### src/rtl/pipe_pkg.sv
// Shared pipeline types: fetch FSM encoding and PC constants.
// Used by fetch_ctrl and its stall watchdog.
package pipe_pkg;

  typedef enum logic [1:0] {
    ST_IDLE  = 2'd0,
    ST_RUN   = 2'd1,
    ST_STALL = 2'd2,
    ST_FLUSH = 2'd3
  } fetch_state_e;

  localparam logic [31:0] PC_STEP  = 32'd4;
  localparam logic [31:0] RESET_PC = 32'd0;

  function automatic logic [31:0] pc_inc(
    input logic [31:0] pc
  );
    return pc + PC_STEP;
  endfunction

endpackage

### src/rtl/fetch_ctrl_if.sv
// Fetch-side bus between ID/hazard logic, the PC register
// and the IF/ID register; fetch_ctrl sits on the slave side.
interface fetch_ctrl_if;

  logic        hd_i;
  logic        branch_taken_i;
  logic [31:0] branch_target_i;
  logic        jump_i;
  logic [31:0] jump_target_i;
  logic [31:0] pc_cur_i;
  logic [31:0] pc_next_o;
  logic        pc_hold_o;
  logic        if_id_stall_o;
  logic        if_id_flush_o;

  modport master (
    output hd_i,
    output branch_taken_i,
    output branch_target_i,
    output jump_i,
    output jump_target_i,
    output pc_cur_i,
    input  pc_next_o,
    input  pc_hold_o,
    input  if_id_stall_o,
    input  if_id_flush_o
  );

  modport slave (
    input  hd_i,
    input  branch_taken_i,
    input  branch_target_i,
    input  jump_i,
    input  jump_target_i,
    input  pc_cur_i,
    output pc_next_o,
    output pc_hold_o,
    output if_id_stall_o,
    output if_id_flush_o
  );

endinterface

### src/rtl/fetch_stall_wd.sv
// Stall watchdog: counts consecutive load-use stall cycles and
// raises a sticky timeout once the run reaches STALL_MAX.
module fetch_stall_wd
  import pipe_pkg::*;
#(
  parameter int STALL_MAX = 64
) (
  input  logic clk_i,
  input  logic rst_n_i,
  input  logic active_i,
  input  logic idle_i,
  input  logic hd_i,
  output logic timeout_o
);

  localparam logic [7:0] LAST = 8'(STALL_MAX - 1);

  logic [7:0] cnt_q;
  logic       inc;
  logic       clr;

  assign inc = hd_i && active_i;
  assign clr = !hd_i || idle_i;

  always_ff @(posedge clk_i or negedge rst_n_i) begin
    if (!rst_n_i) begin
      cnt_q <= '0;
    end else if (clr) begin
      cnt_q <= '0;
    end else if (inc && cnt_q != 8'hFF) begin
      cnt_q <= cnt_q + 8'd1;
    end
  end

  always_ff @(posedge clk_i or negedge rst_n_i) begin
    if (!rst_n_i) begin
      timeout_o <= 1'b0;
    end else if (inc && cnt_q == LAST) begin
      timeout_o <= 1'b1;
    end
  end

endmodule

### src/rtl/fetch_ctrl.sv
// Next-PC sequencer: PC+4 / branch / jump select, IF/ID stall+flush.
// FETCH_CTRL_PERF_EN adds stall and redirect cycle counters.
module fetch_ctrl
  import pipe_pkg::*;
#(
  parameter int FLUSH_DEPTH = 1,
  parameter int STALL_MAX   = 64
) (
  input  logic         clk_i,
  input  logic         rst_n_i,
  input  logic         start_i,
  fetch_ctrl_if.slave  fif,
  output logic [1:0]   state_o,
  output logic         stall_timeout_o
`ifdef FETCH_CTRL_PERF_EN
  ,
  output logic [31:0]  perf_stall_o,
  output logic [31:0]  perf_redir_o
`endif
);

  localparam logic [1:0] FLUSH_LOAD = 2'(FLUSH_DEPTH - 1);
  localparam bit MULTI_FLUSH = (FLUSH_DEPTH > 1);

  fetch_state_e state_q;
  fetch_state_e state_d;
  logic [1:0]   flush_cnt_q;
  logic [1:0]   flush_cnt_d;
  logic         redir;

  logic active;
  logic sel_off;
  logic sel_wake;
  logic sel_hd;
  logic sel_br;
  logic sel_jmp;
  logic sel_seq;

  // One-hot decode of the priority list
  assign active   = start_i && state_q != ST_IDLE;
  assign sel_off  = !start_i;
  assign sel_wake = start_i && state_q == ST_IDLE;
  assign sel_hd   = active && fif.hd_i;
  assign sel_br   = active && !fif.hd_i
                 && fif.branch_taken_i;
  assign sel_jmp  = active && !fif.hd_i
                 && !fif.branch_taken_i && fif.jump_i;
  assign sel_seq  = active && !fif.hd_i
                 && !fif.branch_taken_i && !fif.jump_i;

  always_comb begin
    state_d           = ST_IDLE;
    flush_cnt_d       = flush_cnt_q;
    redir             = 1'b0;
    fif.pc_next_o     = fif.pc_cur_i;
    fif.pc_hold_o     = 1'b1;
    fif.if_id_stall_o = 1'b0;
    fif.if_id_flush_o = 1'b0;
    unique case (1'b1)
      sel_off: begin
        state_d = ST_IDLE;
      end
      sel_wake: begin
        state_d = ST_RUN;
      end
      sel_hd: begin
        fif.if_id_stall_o = 1'b1;
        state_d           = ST_STALL;
      end
      sel_br, sel_jmp: begin
        redir             = 1'b1;
        fif.pc_hold_o     = 1'b0;
        fif.if_id_flush_o = 1'b1;
        fif.pc_next_o     = sel_br ? fif.branch_target_i
                                   : fif.jump_target_i;
        flush_cnt_d       = FLUSH_LOAD;
        state_d           = MULTI_FLUSH ? ST_FLUSH
                                        : ST_RUN;
      end
      sel_seq: begin
        fif.pc_hold_o = 1'b0;
        fif.pc_next_o = pc_inc(fif.pc_cur_i);
        state_d       = ST_RUN;
        if (state_q == ST_FLUSH) begin
          fif.if_id_flush_o = 1'b1;
          flush_cnt_d       = flush_cnt_q - 2'd1;
          if (flush_cnt_q > 2'd1) begin
            state_d = ST_FLUSH;
          end
        end
      end
      default: begin
        state_d = ST_IDLE;
      end
    endcase
  end

  always_ff @(posedge clk_i or negedge rst_n_i) begin
    if (!rst_n_i) begin
      state_q     <= ST_IDLE;
      flush_cnt_q <= '0;
    end else begin
      state_q     <= state_d;
      flush_cnt_q <= flush_cnt_d;
    end
  end

  assign state_o = state_q;

  fetch_stall_wd #(
    .STALL_MAX (STALL_MAX)
  ) u_wd (
    .clk_i     (clk_i),
    .rst_n_i   (rst_n_i),
    .active_i  (state_q == ST_RUN
             || state_q == ST_STALL),
    .idle_i    (state_q == ST_IDLE),
    .hd_i      (fif.hd_i),
    .timeout_o (stall_timeout_o)
  );

`ifdef FETCH_CTRL_PERF_EN
  always_ff @(posedge clk_i or negedge rst_n_i) begin
    if (!rst_n_i) begin
      perf_stall_o <= '0;
      perf_redir_o <= '0;
    end else begin
      if (fif.pc_hold_o && start_i) begin
        perf_stall_o <= perf_stall_o + 32'd1;
      end
      if (redir) begin
        perf_redir_o <= perf_redir_o + 32'd1;
      end
    end
  end
`endif

endmodule

### src/flat_wrapper.sv
// flat-port wrapper written by rule: the top's interface ports become plain ports
module fetch_ctrl_flat import pipe_pkg::*;
#(
  parameter int FLUSH_DEPTH = 1,
  parameter int STALL_MAX   = 64
)
  (clk_i, rst_n_i, start_i, state_o, stall_timeout_o, fif_hd_i, fif_branch_taken_i, fif_branch_target_i, fif_jump_i, fif_jump_target_i, fif_pc_cur_i, fif_pc_next_o, fif_pc_hold_o, fif_if_id_stall_o, fif_if_id_flush_o);
  fetch_ctrl_if fif_i ();
  input  logic clk_i;
  input  logic rst_n_i;
  input  logic start_i;
  output logic [1:0] state_o;
  output logic stall_timeout_o;
  input wire logic [$bits(fif_i.hd_i)-1:0] fif_hd_i;
  input wire logic [$bits(fif_i.branch_taken_i)-1:0] fif_branch_taken_i;
  input wire logic [$bits(fif_i.branch_target_i)-1:0] fif_branch_target_i;
  input wire logic [$bits(fif_i.jump_i)-1:0] fif_jump_i;
  input wire logic [$bits(fif_i.jump_target_i)-1:0] fif_jump_target_i;
  input wire logic [$bits(fif_i.pc_cur_i)-1:0] fif_pc_cur_i;
  output wire logic [$bits(fif_i.pc_next_o)-1:0] fif_pc_next_o;
  output wire logic [$bits(fif_i.pc_hold_o)-1:0] fif_pc_hold_o;
  output wire logic [$bits(fif_i.if_id_stall_o)-1:0] fif_if_id_stall_o;
  output wire logic [$bits(fif_i.if_id_flush_o)-1:0] fif_if_id_flush_o;
  assign fif_i.hd_i = fif_hd_i;
  assign fif_i.branch_taken_i = fif_branch_taken_i;
  assign fif_i.branch_target_i = fif_branch_target_i;
  assign fif_i.jump_i = fif_jump_i;
  assign fif_i.jump_target_i = fif_jump_target_i;
  assign fif_i.pc_cur_i = fif_pc_cur_i;
  assign fif_pc_next_o = fif_i.pc_next_o;
  assign fif_pc_hold_o = fif_i.pc_hold_o;
  assign fif_if_id_stall_o = fif_i.if_id_stall_o;
  assign fif_if_id_flush_o = fif_i.if_id_flush_o;
  fetch_ctrl #(.FLUSH_DEPTH(FLUSH_DEPTH), .STALL_MAX(STALL_MAX)) u_core (.clk_i(clk_i), .rst_n_i(rst_n_i), .start_i(start_i), .fif(fif_i), .state_o(state_o), .stall_timeout_o(stall_timeout_o));
endmodule
### config.mk
export PLATFORM = sky130hd
export DESIGN_NAME = fetch_ctrl_flat
export DESIGN_NICKNAME = d
export VERILOG_FILES = /design/src/rtl/pipe_pkg.sv /design/src/rtl/fetch_ctrl_if.sv /design/src/rtl/fetch_stall_wd.sv /design/src/rtl/fetch_ctrl.sv /design/src/flat_wrapper.sv
export SDC_FILE = /design/constraint.sdc
export NUM_CORES = 1
export LEC_CHECK = 0
export CAP_MARGIN = 20
export CORE_MARGIN = 2
export CORE_UTILIZATION = 40
export CTS_CLUSTER_DIAMETER = 100
export CTS_CLUSTER_SIZE = 24
export DETAILED_ROUTE_END_ITERATION = 7
export PLACE_DENSITY = 0.86
export SLEW_MARGIN = 20
export SYNTH_ARGS = -nofsm -noshare
export SYNTH_HDL_FRONTEND = slang
export SYNTH_SLANG_ARGS = --single-unit
### constraint.sdc
create_clock -name clk_i -period 5.9 [get_ports clk_i]
set_clock_uncertainty 0.05 [all_clocks]
set_input_delay 1.18 -clock clk_i [delete_from_list [all_inputs] [get_ports clk_i]]
set_output_delay 1.18 -clock clk_i [all_outputs]
set_load 0.05 [all_outputs]
==> impl_metrics.tcl, run 1 <==
set metrics [dict create \
    outcome "complete, no violations" \
    antenna_found_initial 0 \
    final_layout_size_suffix_gt1_share_pct 9.955 \
    min_period_over_period_pct 87.19 \
    synth_seq_cells 13 \
    fin_tns_setup_ns 0 \
    vias 3138 \
    synth.distinct_cells 59 \
    register_area_sq_um 325.3 \
    clk_latency_ns 0.24 \
    cts_tree "done" \
    cts_inserted_buffers 3 \
    start_util_pct 41.55 \
    hold_class "reg2reg" \
    fmax_mhz 194.4 \
    fin_ws_ns 0.7558 \
    syn_area_sq_um 2122 \
    slew_violations 0 \
    grt_pass1_wl_um 14390 \
    grt_max_degree 38 \
    pre_cts_ws_ns 0.7632 \
    area_delta_synth_final_pct 70.22 \
    worstPathMaxFanout 27 \
    wl_per_cell_um 17.81 \
    cts.clk_slew.worst_paths_ns 0.05 \
    post-dp-hpwl_um 7086 \
    n_fill_cell 440 \
    syn_inst 316 \
    synth_warnings 0 \
    whs_ns 0.4292 \
    cts_sinks 13 \
    die_height_um 76.84 \
    synth-main-ff-cell "dfrtp_1" \
    pin_count 140 \
    fin_util_pct 70.73 \
    routed_wl_um 9120 \
    slew_headroom_pct 54.34 \
    leakagePower_uw 0.001381 \
    rsz0062_at_grt "no" \
    layout_min_cycle_time_ns 5.144 \
    finalHoldViolations 0 \
    grt_pass1_vias 2798 \
    end_kind "output pin" \
    cts_buffer_depth 2 \
    gp_congestion 0.9545 \
    placed_cell_area_sq_um 3567 \
    fp-row-count 26 \
    setup_viol 0 \
    fp.dieW_um 76.84 \
    fin_nets 550 \
    viasPerCell 6.129 \
    worst_pin_slew_ns 0.6823 \
    cap_violations 0 \
    first_iter_violations 317 \
    fp.dieArea_sq_um 5904 \
    antenna_cells 0 \
    cts_hold_buf 0 \
    grt_use_total_pct 29.49 \
    cts_max_level 1 \
    multi_input_area_sq_um 1653 \
    postRouteAntennaNets 0 \
    syn_nets 423 \
    port-buffer-count 139 \
    drc 0 \
    ys_seq_area_share_pct 15.33 \
    cts_resized 0 \
    ir_drop_uv 192.3 \
    p_per_area_nw_per_um2 126.9 \
    core_sq_um 5107 \
    synth_edf_count 0 \
    arrival_ns 3.91 \
    post_cts_buffers 0 \
    finalInstanceArea_sq_um 3612 \
    path_class "in2out" \
    setup.worst_path.start_class "primary input" \
    drtPass1Iterations 5 \
    async_flop_share_pct 100.0 \
    overflow 0 \
    syn_area_per_cell_sq_um 6.715 \
    cp.required_ns 4.67 \
    cts-root-buf "clkbuf_8" \
]
layer usage:
metal / GRT usage (%) / share of wire, % / up-vias
met5: 0 / 0 / -
met4: 10.36 / 2.4 / 0
met3: 5.176 / 9.7 / 18
met2: 48.07 / 46 / 191
met1: 39.06 / 42 / 1441
li1: - / - / 1488
Yosys cell counts, types with 2 or more instances:
master / instances / area [sq um]
nor3b_1: 2 / 15.01
a221oi_1: 2 / 17.52
a22o_1: 2 / 17.52
nand2b_1: 2 / 12.51
and4_1: 6 / 52.55
dfrtp_1: 13 / 325.3
nand4_1: 9 / 56.30
nand3_1: 16 / 80.08
a21oi_1: 35 / 175.2
o22a_1: 3 / 26.28
clkinv_1: 3 / 11.26
o21ai_0: 30 / 150.1
a31o_2: 2 / 17.52
nand2_1: 26 / 97.59
o2bb2ai_1: 2 / 17.52
nor2_1: 24 / 90.09
buf_2: 5 / 25.02
a222oi_1: 3 / 30.03
o41ai_1: 2 / 17.52
xnor2_1: 3 / 26.28
a31oi_1: 5 / 31.28
a311oi_1: 3 / 26.28
mux2i_1: 6 / 60.06
and3_1: 10 / 62.56
a211oi_1: 7 / 52.55
ha_1: 5 / 62.56
and2_1: 2 / 12.51
a22oi_1: 9 / 67.56
o31a_1: 3 / 26.28
or2_2: 2 / 12.51
inv_1: 9 / 33.78
o22ai_1: 9 / 56.30
o21a_1: 3 / 22.52
nor3_1: 12 / 60.06
clkbuf_1: 17 / 63.81
sequential cells by signal (all words and copies together), names as in the netlist:
name	count
u_core.u_wd.timeout_o	1
u_core.flush_cnt_q	2
u_core.u_wd.cnt_q	8
u_core.state_o	2
worst max-delay path, cell delays in order:
cell             delay, ns
clkdlybuf4s50_1       0.86
or2_2                 0.55
a311o_1               0.18
o21ai_0               0.08
a211oi_1              0.21
clkdlybuf4s50_1       0.84
through the flow:
stage	total power [uW]	instances
after floorplan	238.7	316
after global placement	376.1	508
after detailed placement	378.5	508
after CTS	458.7	512
after global routing	478.3	512
final	458.2	512
placed cells by master, fill, tap and decap left out, types with 10 or more instances in the layout:
cell,Yosys,final
a21oi_1,35,35
and3_1,10,10
buf_4,0,26
clkdlybuf4s50_1,0,114
dfrtp_1,13,13
nand2_1,26,26
nand3_1,16,16
nor2_1,24,24
nor3_1,12,11
o21ai_0,30,30
logic make-up after synthesis:
| logic type | share of synthesized area, % |
|---|---|
| AO/OA/AOI/OAI | 40.51 |
| XOR/XNOR | 1.651 |
| adder cells (fa/ha/maj) | 2.948 |
| buffers and inverters | 7.016 |
| flip-flops | 15.33 |
| multiplexers | 2.830 |
| AND/OR/NAND/NOR | 29.72 |
final timing paths:
kind	from	to	slack (ns)	depth (start not counted)
min in group asynchronous	rst_n_i	u_core.flush_cnt_q[0]	1.25	1
worst max-delay path	fif_branch_taken_i	fif_pc_next_o[31]	0.76	6
worst min register to register	u_core.u_wd.timeout_o	u_core.u_wd.timeout_o	0.43	1
worst max register to register	u_core.state_o[0]	u_core.state_o[1]	3.51	8
max in group asynchronous	rst_n_i	u_core.u_wd.timeout_o	4.16	1
worst min-delay path	u_core.u_wd.timeout_o	u_core.u_wd.timeout_o	0.43	1
final cells by class:
type,count,share of cell area (%)
well taps,70,2.425
repair buffers,146,40.32
inverters,12,1.247
multi-input cells,267,45.76
flip-flops and latches,13,9.006
clock buffers,4,1.247
where the power goes:
part	switching [uW]	total (uW)	internal (uW)
Sequential	1.51	92.5	91.0
Clock	31.3	79.0	47.7
Combinational	158	287	129
(Power assumes the default switching activity.)
==> run 2, diff against run 1 <==
- CORE_UTILIZATION: 40 -> 42
- PLACE_DENSITY: 0.86 -> 0.85
- SYNTH_HIERARCHICAL: unset -> 1
==> run 2 against run 1 <==
Compared with the run above: wire length grew 11%; final cell count grew 3.9%; sequential share of layout area shrank 0.73 points; cell area grew 8.9%; global-route usage grew 1.0 points; sequential power grew 0.6%; power grew 7.4%; area after synthesis grew 15%; fmax grew 2.5%; flip-flop and latch count is the same; critical path type unchanged.
==> impl_metrics.tcl, run 2 <==
set metrics [dict create \
    synth_area_leaders "dfrtp_1, a21oi_1, nand2_1, o21ai_0, mux2i_1" \
    first_iter_violations 300 \
    syn_nets 446 \
    fp.dieArea_sq_um 6441 \
    post_cts_buffers 0 \
    swShare_pct 42.99 \
    p_per_area_nw_per_um2 125.2 \
    setup_viol 0 \
    fin_tns_setup_ns 0 \
    finalHoldViolations 0 \
    grt_max_degree 49 \
    wl_per_cell_um 19.05 \
    vias 3497 \
    fin_ws_ns 0.8791 \
    pre_cts_ws_ns 0.9672 \
    cts_tree "done" \
    synth-main-ff-cell "dfrtp_1" \
    rsz0062_at_grt "no" \
    fin_cells 532 \
    synth_top_area_cell "dfrtp_1" \
    busiest_layer "met2" \
    seq_power_share_pct 18.9 \
    syn_area_per_cell_sq_um 7.205 \
    synth_edf_count 0 \
    synth_warnings 6 \
    cts.clk_slew.worst_paths_ns 0.06 \
    p_clk_share_pct 16.8 \
    grt_pass1_vias 3290 \
    grt_pass1_wl_um 15760 \
    overflow 0 \
    final_common_cell "clkdlybuf4s50_1" \
    end_kind "output pin" \
    met1_usage_pct 37.16 \
    whs_ns 0.4217 \
    min_period_over_period_pct 85.10 \
    arrival_ns 3.79 \
    leakagePower_uw 0.001485 \
    async_flop_share_pct 100.0 \
    grt.met2_usage_pct 54.08 \
    drc 0 \
    start_util_pct 43.82 \
    synth_seq_cells 13 \
    synthTopCellsByCount "nand2_1, a21oi_1, nor2_1, o21ai_0, nand3_1" \
    cts_buffer_depth 2 \
    cp.required_ns 4.67 \
    ir_drop_uv 175.6 \
    synth_most_common_cell "nand2_1" \
    pin_count 140 \
    syn_inst 339 \
    p_sw_uw 211.6 \
    grt_use_total_pct 30.49 \
    clk_latency_ns 0.25 \
    slew_violations 0 \
    cts_sinks 13 \
    die_height_um 80.26 \
    area_delta_synth_final_pct 61.01 \
    worstPathMaxFanout 10 \
    hold_class "reg2reg" \
    post-dp-hpwl_um 7696 \
    fp-row-count 27 \
    fp.dieW_um 80.26 \
    multi_input_area_sq_um 1941 \
    port-buffer-count 139 \
    fmax_mhz 199.2 \
    setup.worst_path.start_class "primary input" \
    cts-root-buf "clkbuf_8" \
    cts_max_level 1 \
    cts_inserted_buffers 3 \
    n_fill_cell 480 \
    outcome "complete, no violations" \
    postRouteAntennaNets 0 \
    drtPass1Iterations 5 \
    antenna_cells 0 \
    slew_headroom_pct 44.38 \
    register_area_sq_um 325.3 \
    layout_min_cycle_time_ns 5.021 \
    syn_area_sq_um 2442 \
    combPwrFrac_pct 64.3 \
    synth_top_area_share_pct 13.32 \
    cts_hold_buf 0 \
    routed_wl_um 10130 \
    ys_seq_area_share_pct 13.32 \
    core_sq_um 5574 \
    synth.distinct_cells 69 \
    path_class "in2out" \
    regMostFlops "u_core/u_wd/cnt_q" \
    largest_reg_flops 8 \
    cts_resized 0 \
    antenna_found_initial 0 \
    placedCellCount 528 \
    worst_pin_slew_ns 0.8326 \
    final_layout_size_suffix_gt1_share_pct 11.74 \
    met3_usage_pct 5.618 \
    p_int_uw 280.6 \
    final_cell_mix "clkdlybuf4s50_1, nand2_1, a21oi_1" \
    fin_nets 568 \
    gp_congestion 0.9776 \
    viasPerCell 6.573 \
    cap_violations 0 \
]
-- run 2: power by group through the flow --
stage                     registers, uW  logic (uW)  clock network, uW
after floorplan                    97.3         158                  0
after global placement             94.5         309                  0
after detailed placement           94.6         312                  0
after CTS                          93.1         314               83.1
after global routing               93.3         332               90.3
final                              93.1         316               82.8
-- run 2: final timing paths --
| check | from | to | slack, ns | cells after the start |
|---|---|---|---|---|
| setup / recovery | fif_branch_taken_i | fif_pc_next_o[11] | 0.88 | 6 |
| hold / removal | u_core/u_wd/timeout_o | u_core/u_wd/timeout_o | 0.42 | 1 |
| setup reg to reg | u_core/state_o[0] | u_core/flush_cnt_q[1] | 3.83 | 7 |
| hold reg to reg | u_core/u_wd/timeout_o | u_core/u_wd/timeout_o | 0.42 | 1 |
| max in group asynchronous | rst_n_i | u_core/u_wd/cnt_q[3] | 4.16 | 1 |
| min in group asynchronous | rst_n_i | u_core/state_o[1] | 1.26 | 1 |
-- run 2: cell type report --
class	count	share of cell area (%)
Sequential cell	13	8.272
Tap cell	72	2.291
Inverter	10	0.9545
Multi-Input combinational cell	287	49.35
Timing Repair Buffer	146	37.99
Clock buffer	4	1.145
-- run 2: layer usage --
layer	share of wire, %	wire (um)
met4	2.6	265
met5	0	0
met1	38	3801
met2	49	4937
met3	11	1127
-- run 2: cell families after synthesis --
logic type | count (synthesis) | share of synthesized area [%]
muxes | 10 | 4.150
AOI/OAI and AO/OA | 127 | 37.30
buffers and inverters | 39 | 7.480
DFF | 13 | 13.32
and+or+nand+nor | 145 | 35.19
adders and majority gates | 5 | 2.561
-- run 2: critical path, cell delays in order --
cell and delay [ns]:
clkdlybuf4s50_1 0.64, or2_2 0.41, nor2_1 0.45, a31oi_1 0.16, o22a_1 0.24, clkdlybuf4s50_1 0.70
-- run 2: per-stage QoR --
| stage | total power [uW] | instance area, sq um | util, % |
|---|---|---|---|
| 2_1_floorplan | 255.4 | 2442 | - |
| 3_3_place_gp | 403.5 | 3887 | 69.74 |
| 3_5_place_dp | 406.7 | 3887 | 69.74 |
| 4_1_cts | 490.0 | 3933 | 70.55 |
| 5_1_grt | 515.9 | 3933 | 70.55 |
| 6_report | 492.3 | 3933 | 70.55 |
==> run 3, diff against run 2 <==
- CORE_MARGIN: 2 -> unset
- GPL_ROUTABILITY_DRIVEN: unset -> 0
==> run 3 against run 2 <==
Compared with the run above: setup slack gained 0.060 ns; flip-flop and latch count is the same; core utilization shrank 0.16 points; sequential power is essentially flat; largest cell class unchanged.
==> impl_metrics.tcl, run 3 (same netlist as run 2, synthesis figures left out) <==
set metrics [dict create \
    overflow 0 \
    fmax_mhz 201.6 \
    grt_pass1_vias 3021 \
    fp.dieArea_sq_um 6124 \
    viasPerCell 6.352 \
    drtPass1Iterations 6 \
    min_path_cells 1 \
    ir_drop_uv 88.89 \
    min_period_over_period_pct 84.09 \
    wl_per_cell_um 17.57 \
    grt_use_total_pct 29.47 \
    cts_buffer_depth 2 \
    cap_violations 0 \
    final_cell_mix "clkdlybuf4s50_1, nand2_1, a21oi_1" \
    hold_class "reg2reg" \
    cts_hold_buf 0 \
    vias 3360 \
    start_util_pct 44.08 \
    clk_latency_ns 0.25 \
    cp.buffers_inverters 3 \
    outcome "complete, no violations" \
    fin_tns_setup_ns 0 \
    first_iter_violations 313 \
    routed_wl_um 9296 \
    largest_reg_flops 8 \
    worst_pin_slew_ns 0.7958 \
    reg2reg_depth 7 \
    slew_violations 0 \
    cts_inserted_buffers 3 \
    fin_nets 565 \
    fp-row-count 27 \
    pin_count 140 \
    cp_cell_sequence "clkdlybuf4s50_1, buf_4, nand2b_1, o22ai_1, a31oi_1, o22a_1, clkdlybuf4s50_1" \
    post-dp-hpwl_um 7189 \
    cp.required_ns 4.67 \
    finalHoldViolations 0 \
    postRouteAntennaNets 0 \
    final_layout_size_suffix_gt1_share_pct 10.94 \
    area_delta_synth_final_pct 59.68 \
    drc 0 \
    arrival_ns 3.73 \
    p_per_area_nw_per_um2 124.0 \
    setup_viol 0 \
    antenna_cells 0 \
    post_cts_buffers 0 \
    cts.clk_slew.worst_paths_ns 0.05 \
    grt_pass1_wl_um 14430 \
    cpMaxStageDelayCell "clkdlybuf4s50_1" \
    cts_sinks 13 \
    crit_cells 7 \
    rsz0062_at_grt "no" \
    cts_resized 0 \
    port-buffer-count 139 \
    slew_headroom_pct 46.84 \
    fin_util_pct 70.39 \
    fp.dieW_um 78.26 \
    cts_tree "done" \
    path_class "in2out" \
    cp_slowest_stage_delay_ns 0.80 \
    leakagePower_uw 0.001466 \
    cts-root-buf "clkbuf_8" \
    worstPathMaxFanout 32 \
    antenna_found_initial 0 \
    core_sq_um 5540 \
    setup.worst_path.start_class "primary input" \
    die_height_um 78.26 \
    final_common_cell "clkdlybuf4s50_1" \
    regMostFlops "u_core/u_wd/cnt_q" \
    grt_max_degree 49 \
    end_kind "output pin" \
    crit_top_cell "clkdlybuf4s50_1" \
    layout_min_cycle_time_ns 4.961 \
    cts_max_level 1 \
    crit_family "buffers and inverters" \
]
==> run 3: worst paths after layout <==
check | startpoint | end | slack, ns
worst max-delay path | fif_branch_taken_i | fif_pc_next_o[11] | 0.94
worst min-delay path | u_core/flush_cnt_q[0] | u_core/flush_cnt_q[0] | 0.44
worst max register to register | u_core/state_o[0] | u_core/flush_cnt_q[0] | 3.77
worst min register to register | u_core/flush_cnt_q[0] | u_core/flush_cnt_q[0] | 0.44
max in group asynchronous | rst_n_i | u_core/u_wd/cnt_q[5] | 4.18
min in group asynchronous | rst_n_i | u_core/u_wd/cnt_q[7] | 1.25
==> run 3: area by class of cell <==
class	count	area, sq um
inverters	10	37.54
fillers	498	1640
well taps	72	90.09
flip-flops and latches	13	325.3
repair buffers	143	1461
clock buffers	4	45.04
multi-input cells	287	1941
==> run 3: stage by stage <==
stage	hold slack [ns]	std cells	total power, uW	worst slack (ns)	instance area, sq um
global placement	0.4220	525	399.8	1.058	3855
finish	0.4422	529	483.8	0.9387	3900
global route	0.4484	529	506.2	0.8387	3900
floorplan	0.4069	339	255.4	1.425	2442
CTS	0.4456	529	486.1	0.9826	3900
detailed placement	0.4386	525	402.9	0.9978	3855
==> run 3: layer usage <==
layer / part of all wire [%] / up-vias / GRT usage (%)
met5: 0 / - / 0
met4: 5.0 / 0 / 15.56
met3: 8.5 / 38 / 5.698
met2: 47 / 204 / 49.12
met1: 40 / 1523 / 35.66
li1: - / 1595 / -
==> run 3: report_power, final <==
part / total (uW) / switching, uW / leakage (uW) / internal [uW]
Combinational: 311 / 172 / 0.00126 / 139
Sequential: 93.0 / 1.86 / 0.000179 / 91.2
Clock: 80.0 / 32.3 / 0.0000228 / 47.8
==> run 3: worst register-to-register path, delay by kind of cell, from the launching register on <==
kind	cells	cell delay, ns
buffers and inverters	2	0.38
DFF	1	0.36
muxes	1	0.15
adders and majority gates	1	0.25
and+or+nand+nor	3	0.86
